## src/rtl/alu_pkg.sv

```systemverilog
`default_nettype none
// ============================================================================
// Module   : alu_pkg
// Purpose  : Shared opcode constants, FSM state type and size defaults for
//            the ALU issue/writeback controller.
// Revision : 1.0
// ============================================================================
package alu_pkg;

    localparam int ALU_W     = 16;
    localparam int ALU_NREGS = 8;

    localparam logic [1:0] ALU_ADD = 2'b00;
    localparam logic [1:0] ALU_SUB = 2'b01;
    localparam logic [1:0] ALU_AND = 2'b10;
    localparam logic [1:0] ALU_OR  = 2'b11;

    typedef enum logic [1:0] {
        IDLE = 2'd0,
        EXEC = 2'd1,
        WB   = 2'd2
    } state_t;

endpackage
`default_nettype wire

```

## src/rtl/alu_issue_if.sv

```systemverilog
`default_nettype none
// ============================================================================
// Module   : alu_issue_if
// Purpose  : Register-addressed request handshake into the issue controller.
// Revision : 1.0
// ============================================================================
interface alu_issue_if #(
    parameter int AW = 3
);
    logic          req_valid;
    logic          req_ready;
    logic [1:0]    req_op;
    logic [AW-1:0] req_rd;
    logic [AW-1:0] req_rs1;
    logic [AW-1:0] req_rs2;

    modport master (
        output req_valid, req_op, req_rd, req_rs1, req_rs2,
        input  req_ready
    );

    modport slave (
        input  req_valid, req_op, req_rd, req_rs1, req_rs2,
        output req_ready
    );
endinterface
`default_nettype wire

```

## src/rtl/alu_regfile.sv

```systemverilog
`default_nettype none
// ============================================================================
// Module   : alu_regfile
// Purpose  : NREGS x W register file, three combinational reads, sync reset.
// Revision : 1.0
// ============================================================================
module alu_regfile
    import alu_pkg::*;
#(
    parameter  int NREGS = ALU_NREGS,
    parameter  int W     = ALU_W,
    localparam int AW    = $clog2(NREGS)
) (
    input  wire logic          clk,
    input  wire logic          reset,
    input  wire logic [AW-1:0] rs1_addr,
    output logic      [W-1:0]  rs1_data,
    input  wire logic [AW-1:0] rs2_addr,
    output logic      [W-1:0]  rs2_data,
    input  wire logic [AW-1:0] dbg_addr,
    output logic      [W-1:0]  dbg_data,
    input  wire logic          host_we,
    input  wire logic [AW-1:0] host_addr,
    input  wire logic [W-1:0]  host_data,
    input  wire logic          wb_we,
    input  wire logic [AW-1:0] wb_addr,
    input  wire logic [W-1:0]  wb_data
);

    logic [W-1:0] r_mem [NREGS];

    assign rs1_data = r_mem[rs1_addr];
    assign rs2_data = r_mem[rs2_addr];
    assign dbg_data = r_mem[dbg_addr];

    // Host and writeback can both land on one edge; the caller masks host_we
    // on an address collision so the two never target the same entry.
    always_ff @(posedge clk) begin
        if (reset) begin
            for (int i = 0; i < NREGS; i++) begin
                r_mem[i] <= '0;
            end
        end else begin
            if (host_we) begin
                r_mem[host_addr] <= host_data;
            end
            if (wb_we) begin
                r_mem[wb_addr] <= wb_data;
            end
        end
    end

endmodule
`default_nettype wire

```

## src/rtl/alu_issue.sv

```systemverilog
`default_nettype none
// ============================================================================
// Module   : alu_issue
// Purpose  : Issue/writeback controller feeding a 16-bit combinational ALU.
//            Optional {N,Z,C} flags enabled by macro ALU_ISSUE_FLAGS_EN.
// Revision : 1.0
// ============================================================================
module alu_issue
    import alu_pkg::*;
#(
    parameter  int NREGS = ALU_NREGS,
    parameter  int W     = ALU_W,
    localparam int AW    = $clog2(NREGS)
) (
    input  wire logic          clk,
    input  wire logic          reset,
    alu_issue_if.slave         req,
    input  wire logic          wr_en,
    input  wire logic [AW-1:0] wr_addr,
    input  wire logic [W-1:0]  wr_data,
    input  wire logic [AW-1:0] rd_addr,
    output logic      [W-1:0]  rd_data,
    output logic      [1:0]    alu_op,
    output logic      [W-1:0]  alu_i0,
    output logic      [W-1:0]  alu_i1,
    input  wire logic [W-1:0]  alu_o,
    input  wire logic          alu_cout,
    output logic               done,
    output logic      [AW-1:0] done_rd,
    output logic      [W-1:0]  result
`ifdef ALU_ISSUE_FLAGS_EN
    ,
    output logic      [2:0]    flags
`endif
);

    state_t        r_state;
    logic          r_ready;
    logic          r_done;
    logic [AW-1:0] r_rd;
    logic [1:0]    r_op;
    logic [W-1:0]  r_i0;
    logic [W-1:0]  r_i1;
    logic [W-1:0]  r_result;

    logic [W-1:0]  w_rs1_data;
    logic [W-1:0]  w_rs2_data;
    logic          w_wb_we;
    logic          w_host_we;

    // Writeback beats a host load to the same register on the same edge.
    assign w_wb_we   = (r_state == WB);
    assign w_host_we = wr_en && !(w_wb_we && (wr_addr == r_rd));

    alu_regfile #(
        .NREGS (NREGS),
        .W     (W)
    ) u_regfile (
        .clk       (clk),
        .reset     (reset),
        .rs1_addr  (req.req_rs1),
        .rs1_data  (w_rs1_data),
        .rs2_addr  (req.req_rs2),
        .rs2_data  (w_rs2_data),
        .dbg_addr  (rd_addr),
        .dbg_data  (rd_data),
        .host_we   (w_host_we),
        .host_addr (wr_addr),
        .host_data (wr_data),
        .wb_we     (w_wb_we),
        .wb_addr   (r_rd),
        .wb_data   (r_result)
    );

    always_ff @(posedge clk) begin
        if (reset) begin
            r_state  <= IDLE;
            r_ready  <= 1'b1;
            r_done   <= 1'b0;
            r_rd     <= '0;
            r_op     <= '0;
            r_i0     <= '0;
            r_i1     <= '0;
            r_result <= '0;
        end else begin
            case (r_state)
                IDLE: begin
                    if (req.req_valid) begin
                        r_op    <= req.req_op;
                        r_i0    <= w_rs1_data;
                        r_i1    <= w_rs2_data;
                        r_rd    <= req.req_rd;
                        r_ready <= 1'b0;
                        r_state <= EXEC;
                    end
                end
                EXEC: begin
                    r_result <= alu_o;
                    r_done   <= 1'b1;
                    r_state  <= WB;
                end
                WB: begin
                    r_done  <= 1'b0;
                    r_ready <= 1'b1;
                    r_state <= IDLE;
                end
                default: begin
                    r_done  <= 1'b0;
                    r_ready <= 1'b1;
                    r_state <= IDLE;
                end
            endcase
        end
    end

    assign req.req_ready = r_ready;
    assign done          = r_done;
    assign done_rd       = r_rd;
    assign alu_op        = r_op;
    assign alu_i0        = r_i0;
    assign alu_i1        = r_i1;
    assign result        = r_result;

`ifdef ALU_ISSUE_FLAGS_EN
    logic [2:0] r_flags;
    logic       r_cout;

    // Logic ops leave C untouched; only add/sub refresh it.
    always_ff @(posedge clk) begin
        if (reset) begin
            r_flags <= '0;
            r_cout  <= 1'b0;
        end else begin
            if (r_state == EXEC) begin
                r_cout <= alu_cout;
            end
            if (r_state == WB) begin
                r_flags[2] <= r_result[W-1];
                r_flags[1] <= (r_result == '0);
                if ((r_op == ALU_ADD) || (r_op == ALU_SUB)) begin
                    r_flags[0] <= r_cout;
                end
            end
        end
    end

    assign flags = r_flags;
`else
    logic w_unused_cout;
    assign w_unused_cout = alu_cout;
`endif

endmodule
`default_nettype wire

```

## src/flat_wrapper.sv

```systemverilog
// flat-port wrapper written by rule: the top's interface ports become plain ports
module alu_issue_flat import alu_pkg::*;
#(
    parameter  int NREGS = ALU_NREGS,
    parameter  int W     = ALU_W,
    localparam int AW    = $clog2(NREGS)
)
  (clk, reset, wr_en, wr_addr, wr_data, rd_addr, rd_data, alu_op, alu_i0, alu_i1, alu_o, alu_cout, done, done_rd, result, req_req_valid, req_req_op, req_req_rd, req_req_rs1, req_req_rs2, req_req_ready);
  alu_issue_if #(.AW(3)) req_i ();
  input  wire logic clk;
  input  wire logic reset;
  input  wire logic wr_en;
  input  wire logic [AW-1:0] wr_addr;
  input  wire logic [W-1:0] wr_data;
  input  wire logic [AW-1:0] rd_addr;
  output logic      [W-1:0] rd_data;
  output logic      [1:0] alu_op;
  output logic      [W-1:0] alu_i0;
  output logic      [W-1:0] alu_i1;
  input  wire logic [W-1:0] alu_o;
  input  wire logic alu_cout;
  output logic done;
  output logic      [AW-1:0] done_rd;
  output logic      [W-1:0] result;
  input wire logic [$bits(req_i.req_valid)-1:0] req_req_valid;
  input wire logic [$bits(req_i.req_op)-1:0] req_req_op;
  input wire logic [$bits(req_i.req_rd)-1:0] req_req_rd;
  input wire logic [$bits(req_i.req_rs1)-1:0] req_req_rs1;
  input wire logic [$bits(req_i.req_rs2)-1:0] req_req_rs2;
  output wire logic [$bits(req_i.req_ready)-1:0] req_req_ready;
  assign req_i.req_valid = req_req_valid;
  assign req_i.req_op = req_req_op;
  assign req_i.req_rd = req_req_rd;
  assign req_i.req_rs1 = req_req_rs1;
  assign req_i.req_rs2 = req_req_rs2;
  assign req_req_ready = req_i.req_ready;
  alu_issue #(.NREGS(NREGS), .W(W)) u_core (.clk(clk), .reset(reset), .req(req_i), .wr_en(wr_en), .wr_addr(wr_addr), .wr_data(wr_data), .rd_addr(rd_addr), .rd_data(rd_data), .alu_op(alu_op), .alu_i0(alu_i0), .alu_i1(alu_i1), .alu_o(alu_o), .alu_cout(alu_cout), .done(done), .done_rd(done_rd), .result(result));
endmodule
```

## config.mk

```make
export PLATFORM = sky130hd
export DESIGN_NAME = alu_issue_flat
export DESIGN_NICKNAME = d
export VERILOG_FILES = /design/src/rtl/alu_pkg.sv /design/src/rtl/alu_issue_if.sv /design/src/rtl/alu_regfile.sv /design/src/rtl/alu_issue.sv /design/src/flat_wrapper.sv
export SDC_FILE = /design/constraint.sdc
export NUM_CORES = 1
export LEC_CHECK = 0
export CORE_MARGIN = 2
export CORE_UTILIZATION = 51
export CTS_CLUSTER_SIZE = 24
export DETAILED_ROUTE_END_ITERATION = 7
export PLACE_DENSITY = 0.82
export SLEW_MARGIN = 20
export SYNTH_ARGS = -nofsm -noshare
export SYNTH_HDL_FRONTEND = slang
export SYNTH_SLANG_ARGS = --single-unit
export TNS_END_PERCENT = 30
```

## constraint.sdc

```tcl
create_clock -name clk -period 3.7 [get_ports clk]
set_clock_uncertainty 0.05 [all_clocks]
set_input_delay 1.11 -clock clk [delete_from_list [all_inputs] [get_ports clk]]
set_output_delay 1.11 -clock clk [all_outputs]
set_load 0.01 [all_outputs]
```

==> flow_metrics.tcl, run 1 <==
set metrics [dict create \
    fill_cells 1474 \
    cts-root-buf "clkbuf_16" \
    r2r_slack_ps 1210 \
    fp-row-count 52 \
    yosysSeqAreaShare_pct 47.6 \
    globalRouteMet1Util_pct 42.5 \
    routed-via-count 8324 \
    cts_hold_buf 0 \
    status "completed" \
    synth_edf_count 128 \
    synthArstFlopShare_pct 0 \
    dp_hpwl_um 20700 \
    setup_viol 0 \
    grt_max_degree 65 \
    slowest_delay_ps 520 \
    multi_input_area_um2 5000 \
    crit_end "rd_data[2]" \
    drtIter0Drc 1543 \
    r2r_end "u_core.u_regfile.r_mem[7][12]" \
    cts_sinks 185 \
    synth.most_common_cell "edfxtp_1" \
    start_util_pct 51.9 \
    viasPerCell 7.11 \
    worst_pin_slew_ps 802 \
    hold_class "reg -> reg" \
    yosysTopAreaCellShare_pct 36.7 \
    worstPathArrival_ps 2490 \
    cp-startpoint "rd_addr[0]" \
    synth_warnings 0 \
    power_leakage_nw 4.28 \
    antenna_found_initial 0 \
    grt_use_total_pct 29.8 \
    drcViolationCount 0 \
    clk_latency_ps 440 \
    h-tree-depth 4 \
    syn-instance-count 821 \
    cts-buffers-inserted 17 \
    crit_path_end_kind "primary output" \
    ys_ff_latch 185 \
    ys.flop_type "edfxtp_1" \
    dieWidth_um 147 \
    dieArea_um2 21700 \
    portBuffers 123 \
    grt_use_met3_pct 9.35 \
    synthTopCellsByCount "edfxtp_1, nand2_1, mux4_2" \
    slew_viol_final 0 \
    min_period_over_period_pct 98.7 \
    synth_cell_types 37 \
    wl_per_cell_um 27.0 \
    total_power_w 0.00532 \
    coreArea_um2 20200 \
    rsz0062_at_grt "false" \
    grt-ovfl-total 0 \
    slew_headroom_pct 46.5 \
    die_y_um 147 \
    synth_nets 875 \
    slowest_stage "mux4_2" \
    syn_to_final_growth_pct 20.8 \
    clk_pin_slew_worst_paths_ps 70 \
    maxCapViolations 0 \
    path_max_fanout 6 \
    seq_area_um2 4980 \
    io_pins 125 \
    num_antenna_cells 0 \
    gp_congestion 0.909 \
    path_cells "buf_12 -> buf_6 -> mux4_2 -> mux2_2 -> dlygate4sd2_1" \
    cts_buffer_depth 2 \
    cp-start-kind "input pin" \
    vdd_ir_drop_max_uv 369 \
    final_antenna_net_count 0 \
    holdWs_ps 430 \
    cts_tree "yes" \
    grt_pass1_vias 8063 \
    avgSynthCellArea_um2 12.7 \
    p_per_area_nw_per_um2 421 \
    synth_top_cell_by_area "edfxtp_1" \
    fmax_mhz 274 \
    path_class "in -> out" \
    syn_area_um2 10500 \
    cp.required_ps 2540 \
    grtUsageMet2_pct 43.0 \
    synth.area.top_cells "edfxtp_1, mux4_2, dfxtp_1" \
    hold_violations 0 \
    drive_gt1_share_pct 23.1 \
    grt_pass1_wl_um 49400 \
    busiest_layer "met2" \
    period_needed_ps 3650 \
    nets 941 \
    wl_um 31600 \
    r2r-start "u_core.r_state[1]" \
    setup_tns_ps 0 \
    ff2ff_path_depth 4 \
    first_pass_iters 8 \
]
## worst min-delay path by stage
stage | start | end | slack [ps] | depth (start not counted)
6_report | u_core.alu_i0[12] | u_core.alu_i0[12] | 430 | 2
5_1_grt | u_core.alu_i0[9] | u_core.alu_i0[9] | 450 | 2
4_1_cts | u_core.alu_i0[12] | u_core.alu_i0[12] | 430 | 2
3_5_place_dp | u_core.alu_i0[12] | u_core.alu_i0[12] | 420 | 2
3_3_place_gp | u_core.alu_i0[9] | u_core.alu_i0[9] | 420 | 2
2_1_floorplan | u_core.alu_i0[10] | u_core.alu_i0[10] | 450 | 2
## where the power goes
group	internal [W]	switching, W	total, W
sequential	0.00233	0.000136	0.00247
clock	0.00121	0.000810	0.00202
combinational	0.000429	0.000406	0.000835
total	0.00397	0.00135	0.00532
## metal layers
layer | routed length, um | up-vias | share of wire [%]
met5 | 0 | - | 0
met4 | 1230 | 0 | 3.9
met3 | 5090 | 112 | 16
met2 | 13800 | 804 | 44
met1 | 11500 | 3978 | 36
li1 | - | 3430 | -
## per-stage QoR
| stage | utilization [%] | setup slack (ps) | std cells | cell area (um2) |
|---|---|---|---|---|
| 2_1_floorplan | - | 99.6 | 821 | 10500 |
| 3_3_place_gp | 59.0 | -388 | 1133 | 11900 |
| 5_1_grt | 62.7 | 12.9 | 1170 | 12600 |
| 3_5_place_dp | 59.0 | -429 | 1133 | 11900 |
| 6_report | 62.7 | 49.3 | 1170 | 12600 |
| 4_1_cts | 62.7 | 0.929 | 1170 | 12700 |
## cell usage in the layout (no fill, tap or decap), types with 3 or more instances in the layout
cell / count
clkdlybuf4s50_1: 102
dfxtp_1: 57
mux2i_1: 11
mux2_4: 3
a22oi_1: 6
o2bb2ai_1: 64
a32o_1: 64
buf_2: 7
buf_4: 38
a21oi_1: 19
o22ai_1: 26
buf_16: 3
nor3_1: 28
mux2_2: 13
and2_1: 6
nor2_1: 36
dlygate4sd2_1: 11
inv_6: 6
a211o_1: 4
nand2_1: 97
bufinv_16: 5
edfxtp_1: 128
nand2b_1: 8
and3_1: 3
o21ai_1: 3
mux4_2: 96
buf_12: 5
inv_1: 4
xor2_1: 3
clkbuf_16: 17
nor2b_1: 4
## flip-flops by register name, indices dropped and copies added (netlist names)
name / cells
u_core.u_regfile.r_mem: 128
u_core.alu_i0: 16
u_core.alu_i1: 16
u_core.result: 16
u_core.done_rd: 3
u_core.alu_op: 2
u_core.r_state: 2
u_core.done: 1
u_core.req.req_ready: 1
## kinds of logic (layout without fill, tap and decap cells)
family,count (synthesis),in the layout,synth area share [%]
simple gates,193,193,8.44
compound gates,190,190,15.2
flops,185,185,47.6
buf+inv,127,206,5.00
mux,123,123,23.4
xor+xnor,3,3,0.251
## timing repair
action                                  CTS  global route
gates cloned                              3             0
setup buffers                             2             0
resized for setup                        40             7
endpoints found under the setup margin   16             5
## cell type report
type	count	area share [%]
inverters	4	0.119
multi-input cells	509	39.6
clock inverters	13	1.68
well taps	270	2.67
repair buffers	170	13.1
flip-flops and latches	185	39.4
clock buffers	19	3.42
## worst max-delay path: cells and delay by family
kind	cells	cell delay [ps]
multiplexers	2	820
buffers and inverters	3	560
No activity file was read; power rests on OpenSTA's default activity.
==> run 2, diff against run 1 <==
--- a/config.mk
+++ b/config.mk
@@ -5,6 +5,7 @@
 export SDC_FILE = /design/constraint.sdc
 export NUM_CORES = 1
 export LEC_CHECK = 0
+export CAP_MARGIN = 30
 export CORE_MARGIN = 2
 export CORE_UTILIZATION = 51
 export CTS_CLUSTER_SIZE = 24
==> results of run 2 <==
Same layout as run 1: the final DEF is identical, and so are final timing and power.
==> run 3, diff against run 2 <==
--- a/config.mk
+++ b/config.mk
@@ -6,11 +6,11 @@
 export NUM_CORES = 1
 export LEC_CHECK = 0
 export CAP_MARGIN = 30
-export CORE_MARGIN = 2
-export CORE_UTILIZATION = 51
+export CORE_UTILIZATION = 58
 export CTS_CLUSTER_SIZE = 24
 export DETAILED_ROUTE_END_ITERATION = 7
-export PLACE_DENSITY = 0.82
+export DONT_BUFFER_PORTS = 1
+export PLACE_DENSITY = 0.81
 export SLEW_MARGIN = 20
 export SYNTH_ARGS = -nofsm -noshare
 export SYNTH_HDL_FRONTEND = slang
==> flow_metrics.tcl, run 3 (synthesis gave the netlist of run 1 again) <==
set metrics [dict create \
    status "completed" \
    grt_use_total_pct 33.4 \
    cts_sinks 185 \
    die_y_um 136 \
    fmax_mhz 320 \
    cp.required_ps 2540 \
    dieArea_um2 18600 \
    drtIter0Drc 1003 \
    path_cells "mux4_2 -> mux2_2" \
    min_period_over_period_pct 84.4 \
    instances_no_fill 980 \
    critPathBufInv 0 \
    cp-start-kind "input pin" \
    hold_class "reg -> reg" \
    post_cts_buffers 0 \
    r2r_slack_ps 1130 \
    r2r-start "u_core.r_state[1]" \
    syn_to_final_growth_pct 5.51 \
    cp-startpoint "rd_addr[0]" \
    dp_hpwl_um 19000 \
    cts_tree "yes" \
    nets 797 \
    fill_cells 1228 \
    slew_headroom_pct 40.1 \
    min_path_cells 2 \
    period_needed_ps 3120 \
    crit_path_end_kind "primary output" \
    dieWidth_um 136 \
    cts-root-buf "clkbuf_16" \
    r2r_end "u_core.u_regfile.r_mem[6][13]" \
    wl_per_cell_um 30.0 \
    antenna_found_initial 1 \
    grt_pass1_wl_um 44300 \
    fin_util_pct 63.2 \
    hold_path_end "u_core.alu_i0[11]" \
    path_max_fanout 32 \
    drcViolationCount 0 \
    slowest_delay_ps 520 \
    ctsResizeCount 0 \
    first_pass_iters 7 \
    worst_pin_slew_ps 898 \
    p_per_area_nw_per_um2 433 \
    io_pins 125 \
    dp.cells 948 \
    h-tree-depth 4 \
    final_antenna_net_count 0 \
    path_class "in -> out" \
    cts_hold_buf 0 \
    grt_pass1_vias 7650 \
    slowest_stage "mux4_2" \
    power_leakage_nw 3.59 \
    cts-buffers-inserted 17 \
    clk_latency_ps 430 \
    fp-row-count 48 \
    largest_reg_flops 128 \
    layout_common_cells "edfxtp_1, nand2_1, mux4_2" \
    min_from "u_core.alu_i0[11]" \
    gp_congestion 0.871 \
    setup_viol 0 \
    cts_buffer_depth 2 \
    wl_um 29400 \
    drive_gt1_share_pct 22.6 \
    worstPathArrival_ps 1960 \
    regMostFlops "u_core.u_regfile.r_mem" \
    viasPerCell 7.84 \
    num_antenna_cells 0 \
    grt_max_degree 70 \
    setup_tns_ps 0 \
    rsz0062_at_grt "false" \
    maxCapViolations 0 \
    grt-ovfl-total 0 \
    portBuffers 0 \
    slew_viol_final 0 \
    start_util_pct 59.9 \
    final_common_cell "edfxtp_1" \
    routed-via-count 7679 \
    crit_family "multiplexers" \
    hold_violations 0 \
    coreArea_um2 17500 \
    clk_pin_slew_worst_paths_ps 60 \
    ff2ff_path_depth 5 \
    vdd_ir_drop_max_uv 361 \
]
==> run 3: cell types whose count changed in the layout (fill, tap and decap cells not counted), moves of 3 or more <==
cell             before  now
clkinv_1              0    3
clkdlybuf4s50_1     102    0
buf_12                5    1
inv_6                 6    0
buf_16                3    0
buf_2                 7    0
buf_4                38   25
mux2_4                3    0
mux2_2               13   16
dlygate4sd2_1        11    0
==> run 3: worst max-delay path by stage <==
stage	endpoint	slack (ps)	depth (start not counted)
2_1_floorplan	rd_data[0]	100	4
3_3_place_gp	rd_data[8]	620	2
3_5_place_dp	rd_data[11]	590	2
4_1_cts	rd_data[11]	580	2
5_1_grt	rd_data[11]	580	2
6_report	rd_data[11]	580	2
==> run 3: report_power, final <==
group	switching [W]	leakage, nW	total (W)	internal, W
Combinational	0.000259	1.53	0.000523	0.000264
Clock	0.000735	0.273	0.00178	0.00105
Sequential	0.000143	1.79	0.00248	0.00233
Total	0.00114	3.59	0.00478	0.00365
==> run 3: final cells by class <==
type,instances,area [um2],area share (%)
tap,225,282,2.55
sequential,185,4980,45.1
clock buffer,21,440,3.99
timing repair buffer,26,208,1.88
inverter,4,15.0,0.136
multi-input combinational,509,4980,45.1
clock inverter,10,128,1.16
==> run 3: worst min-delay path: cells and delay by family (launching register included) <==
kind            cells  cell delay, ps
compound gates      1              60
flops               1             340
simple gates        1              80
==> run 3: stage by stage <==
stage	cell area [um2]	hold slack [ps]	setup WS [ps]	power (W)
4_1_cts	11000	483	584	0.00478
3_3_place_gp	10500	471	617	0.00299
5_1_grt	11000	500	584	0.00493
2_1_floorplan	10500	446	99.6	0.00294
6_report	11000	479	579	0.00478
3_5_place_dp	10500	471	586	0.00303
==> run 3: routing by layer <==
metal  track usage [%]  up-vias  part of all wire, %
met5                 0        -                    0
met2              52.3      734                   47
met4              16.5        0                  4.0
met3              13.2      114                   16
li1                  -     3129                    -
met1              40.1     3702                   33
